[src/rtl/response_monitor.sv]
// Multi-channel packet accumulator: round-robin arbitration over input channels,
// per-channel running sums, and an optional two-word report (channel, sum) per packet.
module response_monitor #(
  parameter int WIDTH      = 16,
  parameter int CHANNELS   = 4,
  parameter int PACKET_LEN = 4,
  parameter int REPORT     = 1
) (
  input  logic                      clk,
  input  logic                      rst,
  input  logic [CHANNELS*WIDTH-1:0] input_in,
  input  logic [CHANNELS-1:0]       input_in_stb,
  output logic [CHANNELS-1:0]       input_in_ack,
  output logic [WIDTH-1:0]          output_out,
  output logic                      output_out_stb,
  input  logic                      output_out_ack
);

  localparam int CW = (CHANNELS > 1) ? $clog2(CHANNELS) : 1;

  typedef enum logic [1:0] {ARB, ACCEPT, REPORT_HDR, REPORT_SUM} state_t;

  state_t         state, state_next;
  logic [CW-1:0]  grant, ptr, ptr_next, pick, sel;
  logic           found;
  int             idx;

  logic [WIDTH-1:0] sum   [CHANNELS];
  logic [15:0]      count [CHANNELS];

  logic [WIDTH-1:0] word, sum_new;
  logic [15:0]      count_new;
  logic             take, done;

  // Round-robin search starting at ptr (one past the last granted channel).
  always_comb begin
    found = 1'b0;
    pick  = grant;
    idx   = 0;
    sel   = '0;
    for (int i = 0; i < CHANNELS; i++) begin
      idx = (int'(ptr) + i) % CHANNELS;
      sel = CW'(idx);
      if (!found && input_in_stb[sel]) begin
        found = 1'b1;
        pick  = sel;
      end
    end
  end

  assign word      = input_in[int'(grant)*WIDTH +: WIDTH];
  assign sum_new   = sum[grant] + word;
  assign count_new = count[grant] + 16'd1;
  assign done      = (count_new == 16'(PACKET_LEN));
  assign take      = (state == ACCEPT) && input_in_stb[grant];

  always_comb begin
    state_next     = state;
    ptr_next       = ptr;
    input_in_ack   = '0;
    output_out     = '0;
    output_out_stb = 1'b0;
    case (state)
      ARB: begin
        if (found) begin
          state_next = ACCEPT;
          ptr_next   = (int'(pick) == CHANNELS - 1) ? '0 : pick + 1'b1;
        end
      end
      ACCEPT: begin
        input_in_ack[grant] = 1'b1;
        if (take && done && (REPORT != 0)) state_next = REPORT_HDR;
        else                                state_next = ARB;
      end
      REPORT_HDR: begin
        output_out     = WIDTH'(grant);
        output_out_stb = 1'b1;
        if (output_out_ack) state_next = REPORT_SUM;
      end
      REPORT_SUM: begin
        output_out     = sum[grant];
        output_out_stb = 1'b1;
        if (output_out_ack) state_next = ARB;
      end
      default: state_next = ARB;
    endcase
  end

  always_ff @(posedge clk or negedge rst) begin
    if (!rst) begin
      state <= ARB;
      grant <= '0;
      ptr   <= '0;
      for (int k = 0; k < CHANNELS; k++) begin
        sum[k]   <= '0;
        count[k] <= '0;
      end
    end else begin
      state <= state_next;
      ptr   <= ptr_next;
      if (state == ARB && found) grant <= pick;
      // Discard mode retires the packet on its last word since no report follows.
      if (take) begin
        if (done && (REPORT == 0)) begin
          sum[grant]   <= '0;
          count[grant] <= '0;
        end else begin
          sum[grant]   <= sum_new;
          count[grant] <= count_new;
        end
      end
      if (state == REPORT_SUM && output_out_ack) begin
        sum[grant]   <= '0;
        count[grant] <= '0;
      end
    end
  end

endmodule

[config.mk]
export PLATFORM = sky130hd
export DESIGN_NAME = response_monitor
export DESIGN_NICKNAME = d
export VERILOG_FILES = /design/src/rtl/response_monitor.sv
export SDC_FILE = /design/constraint.sdc
export NUM_CORES = 1
export LEC_CHECK = 0
export CORE_MARGIN = 8
export CORE_UTILIZATION = 46
export CTS_BUF_LIST = sky130_fd_sc_hd__clkbuf_4 sky130_fd_sc_hd__clkbuf_8 sky130_fd_sc_hd__clkbuf_16
export DETAILED_ROUTE_END_ITERATION = 7
export PLACE_DENSITY_LB_ADDON = 0.25
export RECOVER_POWER = 25
export SETUP_SLACK_MARGIN = 0.4
export SLEW_MARGIN = 20
export SYNTH_ARGS = -nofsm -noshare
export SYNTH_HDL_FRONTEND = slang
export SYNTH_SLANG_ARGS = --single-unit
[constraint.sdc]
create_clock -name clk -period 4.41 [get_ports clk]
set_input_delay 0.441 -clock clk [delete_from_list [all_inputs] [get_ports clk]]
set_output_delay 0.441 -clock clk [all_outputs]
set_load 0.01 [all_outputs]
==> summary.md, run 1 <==
| Metric | Value |
|---|---|
| Status | `finished, violations left` |
| Failing checks | `max-capacitance violations, max-slew violations` |
| Final Setup Violations | `0` |
| TNS Setup | `0 ps` |
| Cell variety after synth | `57` |
| Syn Std Cell Area | `between 7000 and 8000 um^2` |
| PD cells | `898 nW/um^2` |
| Critical path peak fanout | `18` |
| Routability cong. | `~0.96` |
| Top FF cell, synth | `dfrtp_1` |
| Drt drc | `0` |
| Final nets | `878` |
| Final period utilization | `84.7%` |
| Arr. time, crit path | `4050 ps` |
| Leakage | `roughly 4 nW` |
| Fmax | `0.268 GHz` |
| Largest net degree at the start of global routing | `79` |
| Post-CTS Hold Fix Bufs | `0` |
| Pre-antenna DRT Iters | `5` |
| First-pass GRT wire length | `35.7 mm` |
| Rows | `47` |
| Syn_nets | `just under 800` |
| Post-synth EDFFs | `0` |
| Slew @ Worst Pin | `3150 ps` |
| Vias in the first global route | `6504` |
| Maximum VDD drop | `0.365 mV` |
| Cts bufs inserted | `17` |
| #FFs+latches synth | `around 130` |
| Initial Util | `a little under half` |
| CTS tree | `done` |
| Gates resized, CTS repair | `0` |
| Syn. warnings | `0` |
| RSZ-0062 raised after global routing | `no` |
| Setup bufs post-CTS | `0` |
| Total GRT Usage | `22.3%` |
| Worst min path class | `register to register` |
| Antenna Nets Post-Route | `0` |
| Mean Syn Cell Area | `10.8 um^2` |
| Post-Syn Instances | `~700` |
| Clock network power share | `18.6%` |
| Hold Slack | `roughly 460 ps` |
| Root Buffer | `clkbuf_16` |
| Vias per inst | `just over 6` |
| Sw Ratio | `43.0%` |
| DIE HEIGHT | `about 140 um` |
| Final Hold Fails | `0` |
| Clock sinks | `roughly 130` |
| H-tree Lvls | `4` |
| Clock-pin slew on the worst setup and hold paths | `60 ps` |
| Vias | `6167` |
| Async SR Flop Fraction | `100%` |
| CP Capture Type | `register` |
| Worst endpoint required time | `4730 ps` |
| Core Box Area | `16300 um^2` |
| Sequential share of the synthesized area | `44.4%` |
| Area occupied by multi-input gates | `3940 um^2` |
| CP Launch Type | `register` |
| Psw | `3.61 mW` |
| Max_slew headroom | `-110%` |
| Max cap viols | `1` |
| CP Class | `register to register` |
| Global route overflow | `0` |
| Port buffer count | `91` |
| Final Skew | `10.1 ps` |
| Internal Dissipation | `4.79 mW` |
| Io pins | `92` |
| Initial drt markers | `538` |
| Share of cells above drive strength 1 | `about 16%` |
| Die W | `144 um` |
| Layout area overhead | `23.8%` |
| Initial antenna violation count | `0` |
| Die footprint | `20800 um^2` |
| Register area | `approximately 3400 um^2` |
| Post-Route WL | `22.1 mm` |
| Reg power frac | `26.2%` |
| Clk buf depth | `2` |
| WL per Instance | `21.6 um` |
| Fin crit period | `approximately 3700 ps` |
| Final HPWL DP | `15.1 mm` |
| Clock insertion delay at the later pin of the skew report | `430 ps` |
| # fillers | `approximately 1400` |
| Final Slew Violations | `57` |
| Diode count | `0` |
| Comb power frac | `55.1%` |
[path summary, 6_finish.rpt]
kind,start,end,slack [ps],cells after the start
max in group asynchronous,rst,grant[0],1130,1
min in group asynchronous,rst,asynchronous set/reset pin,1050,1
worst max register to register,grant[0],sum[14],670,11
worst max-delay path,grant[0],sum[14],670,11
worst min-delay path,register,register,460,1
worst min register to register,register,register,460,1
[cell families after synthesis]
family | share of synthesized area [%]
flip-flops | 44.4
AND/OR/NAND/NOR | 14.4
buffers and inverters | 3.50
AO/OA/AOI/OAI | 16.2
multiplexers | 15.2
adder cells (fa/ha/maj) | 3.08
XOR/XNOR | 3.23
[layer usage]
layer | GRT usage (%) | wire length (um) | vias to the layer above
met1 | 28.6 | 9260 | 3126
met3 | 5.68 | 1770 | 44
met4 | 8.71 | 550 | 0
li1 | - | - | 2756
met5 | 0 | 0 | -
met2 | 35.5 | 10500 | 241
[Yosys cell counts (6+ instances only)]
library cell | n | share of area (%)
o21ai_0 | 52 | 3.4
a21o_1 | 10 | 0.99
nand2_1 | 101 | 5.0
and3_1 | 20 | 1.7
buf_4 | 7 | 0.70
nor3_1 | 9 | 0.60
clkbuf_1 | 14 | 0.70
nand3_1 | 10 | 0.66
dfrtp_1 | 134 | 44
a211oi_1 | 15 | 1.5
inv_1 | 7 | 0.35
a21oi_1 | 38 | 2.5
nor2b_1 | 7 | 0.58
a22o_1 | 43 | 5.0
xnor2_1 | 9 | 1.0
nor2_2 | 6 | 0.50
xor2_1 | 17 | 2.0
buf_2 | 22 | 1.5
nor2_1 | 53 | 2.6
mux4_2 | 48 | 14
ha_1 | 17 | 2.8
nand4_1 | 6 | 0.50
[per-stage QoR]
| step | setup WS [ps] | instance area (um^2) | power (mW) | std cells | util [%] |
|---|---|---|---|---|---|
| after floorplan | 485 | 7550 | 5.56 | 701 | - |
| after global placement | 654 | 8700 | 6.59 | 990 | 53.4 |
| after detailed placement | 609 | 8700 | 6.76 | 990 | 53.4 |
| after CTS | 708 | 9350 | 8.37 | 1022 | 57.4 |
| after global routing | 370 | 9350 | 9.00 | 1022 | 57.4 |
| final | 674 | 9350 | 8.39 | 1022 | 57.4 |
[area by class of cell]
type                            count  area share, %
Multi-Input combinational cell    515           42.1
Tap cell                          220           2.94
Sequential cell                   134           35.9
Timing Repair Buffer              114           11.8
Inverter                            7          0.281
Clock buffer                       19           4.78
Clock inverter                     13           2.19
[critical path, cell delays in order (launching register included)]
cell	delay [ps]
dfrtp_4	630
buf_4	350
mux4_2	560
ha_1	360
a21oi_1	210
o2111ai_1	240
a22oi_1	310
a21oi_1	160
a21o_1	210
a21oi_1	180
xnor2_1	150
a22o_1	250
[power by group through the flow]
stage,clock network [mW],registers (mW),logic [mW]
after CTS,1.58,2.20,4.60
after global placement,0,2.17,4.42
final,1.56,2.20,4.63
after detailed placement,0,2.21,4.55
after global routing,1.64,2.27,5.09
after floorplan,0,2.01,3.55
[layout by cell type, fill, tap and decap left out, drive strengths merged, types with 11 or more instances in the layout]
| cell | count |
|---|---|
| dfrtp | 134 |
| and3 | 20 |
| ha | 17 |
| mux4 | 49 |
| clkdlybuf4s50 | 90 |
| nand2 | 102 |
| buf | 23 |
| a22o | 43 |
| nor3 | 11 |
| nor2 | 59 |
| o21ai | 55 |
| nand3 | 11 |
| clkbuf | 20 |
| a21oi | 38 |
| xor2 | 18 |
| a211oi | 16 |
No activity file was read; power rests on OpenSTA's default activity.
==> run 2: changes to the inputs <==
==> constraint.sdc (replaced) <==
create_clock -name clk -period 3.4 [get_ports clk]
set_input_delay 0.34 -clock clk [delete_from_list [all_inputs] [get_ports clk]]
set_output_delay 0.34 -clock clk [all_outputs]
set_load 0.01 [all_outputs]
==> summary.md, run 2 (synthesis gave the netlist of run 1 again) <==
| Metric | Value |
|---|---|
| Max_slew headroom | `-39.7%` |
| Port buffer count | `91` |
| DIE HEIGHT | `144 um` |
| CP Launch Type | `register` |
| CTS tree | `done` |
| Overall Power | `12.6 mW` |
| Diode count | `0` |
| Crit-path leading delay family | `compound AO/OA/AOI/OAI gates` |
| GR Layer Usage met1 | `between 20 and 30%` |
| Cts bufs inserted | `17` |
| Maximum VDD drop | `0.601 mV` |
| Clock insertion delay at the later pin of the skew report | `between 400 and 500 ps` |
| PD cells | `~1300 nW/um^2` |
| M3 GR Usage | `5.05%` |
| Initial Util | `46.4%` |
| CP Class | `register to register` |
| Commonest non-fill, non-tap cell in the layout | `dfrtp_1` |
| Final HPWL DP | `15.7 mm` |
| Final period utilization | `94.0%` |
| Initial antenna violation count | `0` |
| Io pins | `92` |
| Drt drc | `0` |
| Buf/Inv on CP | `4` |
| Reg2reg path depth | `13` |
| Max cap viols | `1` |
| Share of cells above drive strength 1 | `25.0%` |
| Final Skew | `11.4 ps` |
| Largest net degree at the start of global routing | `77` |
| Total GRT Usage | `22.6%` |
| RSZ-0062 raised after global routing | `yes` |
| Pre-antenna DRT Iters | `5` |
| Fin crit period | `approximately 3200 ps` |
| TNS Setup | `0 ps` |
| Final Core Density | `61.5%` |
| WL per Instance | `21.9 um` |
| Failing checks | `max-capacitance violations, max-slew violations` |
| Clock sinks | `134` |
| Met2 usage in global routing | `39.0%` |
| Most frequent cells in the layout | `dfrtp_1, nand2_1, clkdlybuf4s50_1, buf_4, nor2_1` |
| H-tree Lvls | `4` |
| Leakage | `4.30 nW` |
| Rows | `47` |
| Setup WS pre-CTS | `4.12 ps` |
| WHS Path Cells | `1` |
| Worst endpoint required time | `3750 ps` |
| Die footprint | `20800 um^2` |
| Worst-path cell chain | `buf_6 -> buf_4 -> buf_6 -> buf_8 -> mux4_2 -> ha_4 -> or3_4 -> o21ai_4 -> a21oi_2 -> a221oi_2 -> xnor2_2 -> nand2_1 -> a21oi_2` |
| Global route overflow | `0` |
| Fmax | `0.313 GHz` |
| Final Setup Violations | `0` |
| Final Slew Violations | `36` |
| Slowest CP cell | `dfrtp_4` |
| Initial drt markers | `595` |
| Layout area overhead | `32.7%` |
| CP Capture Type | `register` |
| Vias per inst | `roughly 6.0` |
| Largest stage delay on the critical path | `about 530 ps` |
| Fin worst setup slack | `203 ps` |
| Hold Slack | `about 470 ps` |
| Antenna Nets Post-Route | `0` |
| Vias | `~6400` |
| Final Hold Fails | `0` |
| Routability cong. | `0.892` |
| CP Depth | `13` |
| Vias in the first global route | `about 6700` |
| Reg2Reg Setup Slack | `200 ps` |
| Post-Route WL | `approximately 23 mm` |
| Final nets | `between 900 and 1000` |
| Gr busiest metal | `met2` |
| Slew @ Worst Pin | `about 2100 ps` |
| Critical path peak fanout | `6` |
| Die W | `roughly 140 um` |
| Arr. time, crit path | `3550 ps` |
| First-pass GRT wire length | `36.0 mm` |
| Status | `finished, violations left` |
| Core Box Area | `16300 um^2` |
| Clock-pin slew on the worst setup and hold paths | `60 ps` |
| Worst min path class | `register to register` |
| Root Buffer | `clkbuf_16` |
| Clk buf depth | `2` |
## run 2: cell types whose count changed in the layout (fill, tap and decap cells not counted), moves of 5 or more
cell and delta:
a21oi_1 -12, a21oi_2 +11, buf_4 +31, buf_6 +8, ha_1 -6, ha_4 +6
o21ai_0 -12, o21ai_1 +7, xor2_1 -5
## run 2: area by class of cell
| cell class | instances | area (um^2) |
|---|---|---|
| Multi-Input combinational cell | 515 | 4250 |
| Tap cell | 220 | 275 |
| Fill cell | 1297 | 6270 |
| Sequential cell | 134 | 3360 |
| Clock buffer | 20 | 460 |
| Inverter | 7 | 26.3 |
| Timing Repair Buffer | 158 | 1500 |
| Clock inverter | 11 | 150 |
## run 2: timing repair
item | in CTS | in global routing
hold endpoints to repair | 34 | 0
cloned | 0 | 0
pin swaps | 14 | 24
endpoints found under the setup margin | 37 | 61
gates resized for setup | 32 | 32
hold buffers | 1 | 0
buffers inserted | 16 | 12
## run 2: final timing paths
check	from	endpoint
max in group asynchronous	rst	grant[0]
hold reg to reg	register	register
setup / recovery	grant[0]	sum[13]
min in group asynchronous	rst	asynchronous set/reset pin
setup reg to reg	grant[0]	sum[13]
hold / removal	register	register
## run 2: power breakdown
part	internal [mW]	switching, mW	total [mW]	leakage, nW
Clock	1.20	0.707	1.90	0.296
Sequential	2.35	0.476	2.82	1.66
Combinational	3.71	4.15	7.86	2.35
## run 2: metal layers
metal / vias to the layer above / wire, um
met4: 0 / 348
li1: 2847 / -
met2: 262 / 11900
met3: 32 / 1710
met5: - / 0
met1: 3292 / 9370
## run 2: through the flow
step	std cells	instance area [um^2]
floorplan	701	7640
global placement	1005	8870
detailed placement	1005	8870
CTS	1053	9770
global route	1065	10000
finish	1065	10000
## run 2: worst reg2reg max path: stages (launching register included)
cell and delay [ps]:
dfrtp_4 530, buf_6 160, buf_4 130, buf_6 120
buf_8 130, mux4_2 480, ha_4 270, or3_4 340
o21ai_4 90, a21oi_2 70, a221oi_2 320, xnor2_2 200
nand2_1 130, a21oi_2 160
==> run 3: changes to the inputs <==
--- a/config.mk
+++ b/config.mk
@@ -9,6 +9,7 @@
 export CORE_UTILIZATION = 46
 export CTS_BUF_LIST = sky130_fd_sc_hd__clkbuf_4 sky130_fd_sc_hd__clkbuf_8 sky130_fd_sc_hd__clkbuf_16
 export DETAILED_ROUTE_END_ITERATION = 7
+export GPL_TIMING_DRIVEN = 0
 export PLACE_DENSITY_LB_ADDON = 0.25
 export RECOVER_POWER = 25
 export SETUP_SLACK_MARGIN = 0.4
==> constraint.sdc (replaced) <==
create_clock -name clk -period 4 [get_ports clk]
set_input_delay 0.4 -clock clk [delete_from_list [all_inputs] [get_ports clk]]
set_output_delay 0.4 -clock clk [all_outputs]
set_load 0.01 [all_outputs]
==> summary.md, run 3 (synthesis gave the netlist of run 1 again) <==
| Metric | Value |
|---|---|
| Psw | `4.42 mW` |
| Final period utilization | `between 90% and 100%` |
| Clock sinks | `approximately 130` |
| Core Box Area | `16300 um^2` |
| Initial antenna violation count | `0` |
| DIE HEIGHT | `144 um` |
| WL per Instance | `22.8 um` |
| Die W | `144 um` |
| Most frequent cells in the layout | `dfrtp_1, nand2_1, clkdlybuf4s50_1, nor2_1, o21ai_0` |
| Reg2reg path depth | `16` |
| Internal Dissipation | `5.75 mW` |
| Max_slew headroom | `-35.4%` |
| Fin crit period | `roughly 3700 ps` |
| Overall Power | `10.2 mW` |
| Largest net degree at the start of global routing | `100` |
| CP Capture Type | `register` |
| Post-Route WL | `24.6 mm` |
| Total GRT Usage | `24.3%` |
| Critical path peak fanout | `6` |
| RSZ-0062 raised after global routing | `yes` |
| Global route overflow | `0` |
| # fillers | `~1300` |
| Status | `finished, violations left` |
| Vias | `6639` |
| Clock-pin slew on the worst setup and hold paths | `60 ps` |
| Die footprint | `20800 um^2` |
| Antenna Nets Post-Route | `0` |
| Final nets | `931` |
| Final Core Density | `between 60 and 70%` |
| Clock insertion delay at the later pin of the skew report | `between 400 and 500 ps` |
| Drt drc | `0` |
| Final HPWL DP | `17.1 mm` |
| Reg-to-Reg End | `sum[14]` |
| CP Class | `register to register` |
| Setup WS pre-CTS | `-557 ps` |
| Worst min path class | `register to register` |
| Comb power frac | `61.5%` |
| PD cells | `1030 nW/um^2` |
| Arr. time, crit path | `around 4000 ps` |
| Share of cells above drive strength 1 | `21.5%` |
| CTS tree | `done` |
| Commonest non-fill, non-tap cell in the layout | `dfrtp_1` |
| Clock network power share | `15.6%` |
| Area occupied by multi-input gates | `between 4000 and 5000 um^2` |
| Slew @ Worst Pin | `~2000 ps` |
| Sw Ratio | `43.5%` |
| Reg2Reg Setup Slack | `320 ps` |
| Maximum VDD drop | `0.515 mV` |
| Final Slew Violations | `36` |
| Fmax | `0.272 GHz` |
| Cts bufs inserted | `17` |
| Clk buf depth | `2` |
| Io pins | `92` |
| Reg power frac | `22.9%` |
| Final Skew | `about 9.6 ps` |
| Register area | `3350 um^2` |
| Root Buffer | `clkbuf_16` |
| Initial drt markers | `487` |
| Fin worst setup slack | `319 ps` |
| CP Launch Type | `register` |
| Failing checks | `max-capacitance violations, max-slew violations` |
| Rows | `between 40 and 50` |
| Vias per inst | `6.18` |
| Pre-antenna DRT Iters | `5` |
| Worst r2r src | `grant[0]` |
| Final Hold Fails | `0` |
| H-tree Lvls | `4` |
| Max cap viols | `1` |
| Vias in the first global route | `6892` |
| Routability cong. | `about 0.93` |
| Worst endpoint required time | `~4300 ps` |
| WHS Path Cells | `2` |
| Layout area overhead | `30.3%` |
| Final Setup Violations | `0` |
| Initial Util | `46.4%` |
| Diode count | `0` |
| Leakage | `4.23 nW` |
| Port buffer count | `89` |
| First-pass GRT wire length | `38.2 mm` |
-- run 3: cell count changes in the layout (fill, tap and decap cells not counted), sizes merged --
cell,previous run,this run
clkbuf,22,34
buf,65,63
clkinvlp,2,4
inv,8,10
bufinv,3,2
clkdlybuf4s50,89,88
clkinv,5,4
dlymetal6s2s,1,0
-- run 3: layer usage --
layer,GRT usage (%),vias to the layer above,wire [um]
met5,0,-,0
met4,7.61,0,518
met3,5.71,47,1970
met2,40.8,349,11900
met1,30.7,3374,10200
li1,-,2869,-
-- run 3: how the worst max path moves through the flow --
| stage | cells past startpoint | startpoint | end | slack, ps |
|---|---|---|---|---|
| final | 16 | grant[0] | sum[14] | 320 |
| after floorplan | 16 | grant[0] | sum[14] | 380 |
| after global routing | 16 | grant[0] | sum[14] | 240 |
| after detailed placement | 15 | grant[1] | register | -560 |
| after CTS | 15 | grant[0] | register | 370 |
| after global placement | 1 | rst | asynchronous set/reset pin | -2540 |
-- run 3: final cells by class --
| class | instances | share of cell area, % |
|---|---|---|
| plain buffers | 45 | 3.51 |
| clock buffers | 19 | 4.54 |
| clock inverters | 13 | 1.50 |
| inverters | 7 | 0.267 |
| multi-input cells | 515 | 41.4 |
| flip-flops and latches | 134 | 34.1 |
| well taps | 220 | 2.80 |
| repair buffers | 122 | 11.9 |
-- run 3: critical path: stages (launching register included) --
cell	delay [ps]
dfrtp_1	400
buf_12	130
buf_12	120
buf_12	120
buf_12	130
buf_12	130
mux4_2	490
buf_6	150
fa_2	420
a21oi_4	220
o2111ai_4	170
a22oi_2	220
a21oi_2	110
a21o_1	190
a21oi_2	190
xnor2_2	130
a22o_1	240
-- run 3: timing repair --
item,4_1_cts,5_1_grt
setup buffers,19,12
hold endpoints to repair,35,0
pin swaps,15,14
setup endpoints to repair,59,32
gates resized for setup,32,10
hold buffers,1,0
-- run 3: per-stage QoR --
stage | cell area, um^2 | setup TNS (ps) | cells | hold slack, ps
4_1_cts | 9700 | 0 | 1063 | 423
2_1_floorplan | 7600 | 0 | 701 | 104
3_3_place_gp | 8770 | -343930 | 1010 | 457
3_5_place_dp | 8800 | -7590 | 1011 | 287
6_report | 9840 | 0 | 1075 | 479
5_1_grt | 9840 | 0 | 1075 | 491
-- run 3: power by group through the flow --
stage | Clock, mW | Combinational (mW) | Sequential, mW
2_1_floorplan | 0 | 4.01 | 2.22
3_3_place_gp | 0 | 5.16 | 2.30
3_5_place_dp | 0 | 5.30 | 2.34
4_1_cts | 1.59 | 5.78 | 2.32
5_1_grt | 1.65 | 6.74 | 2.39
6_report | 1.59 | 6.26 | 2.34
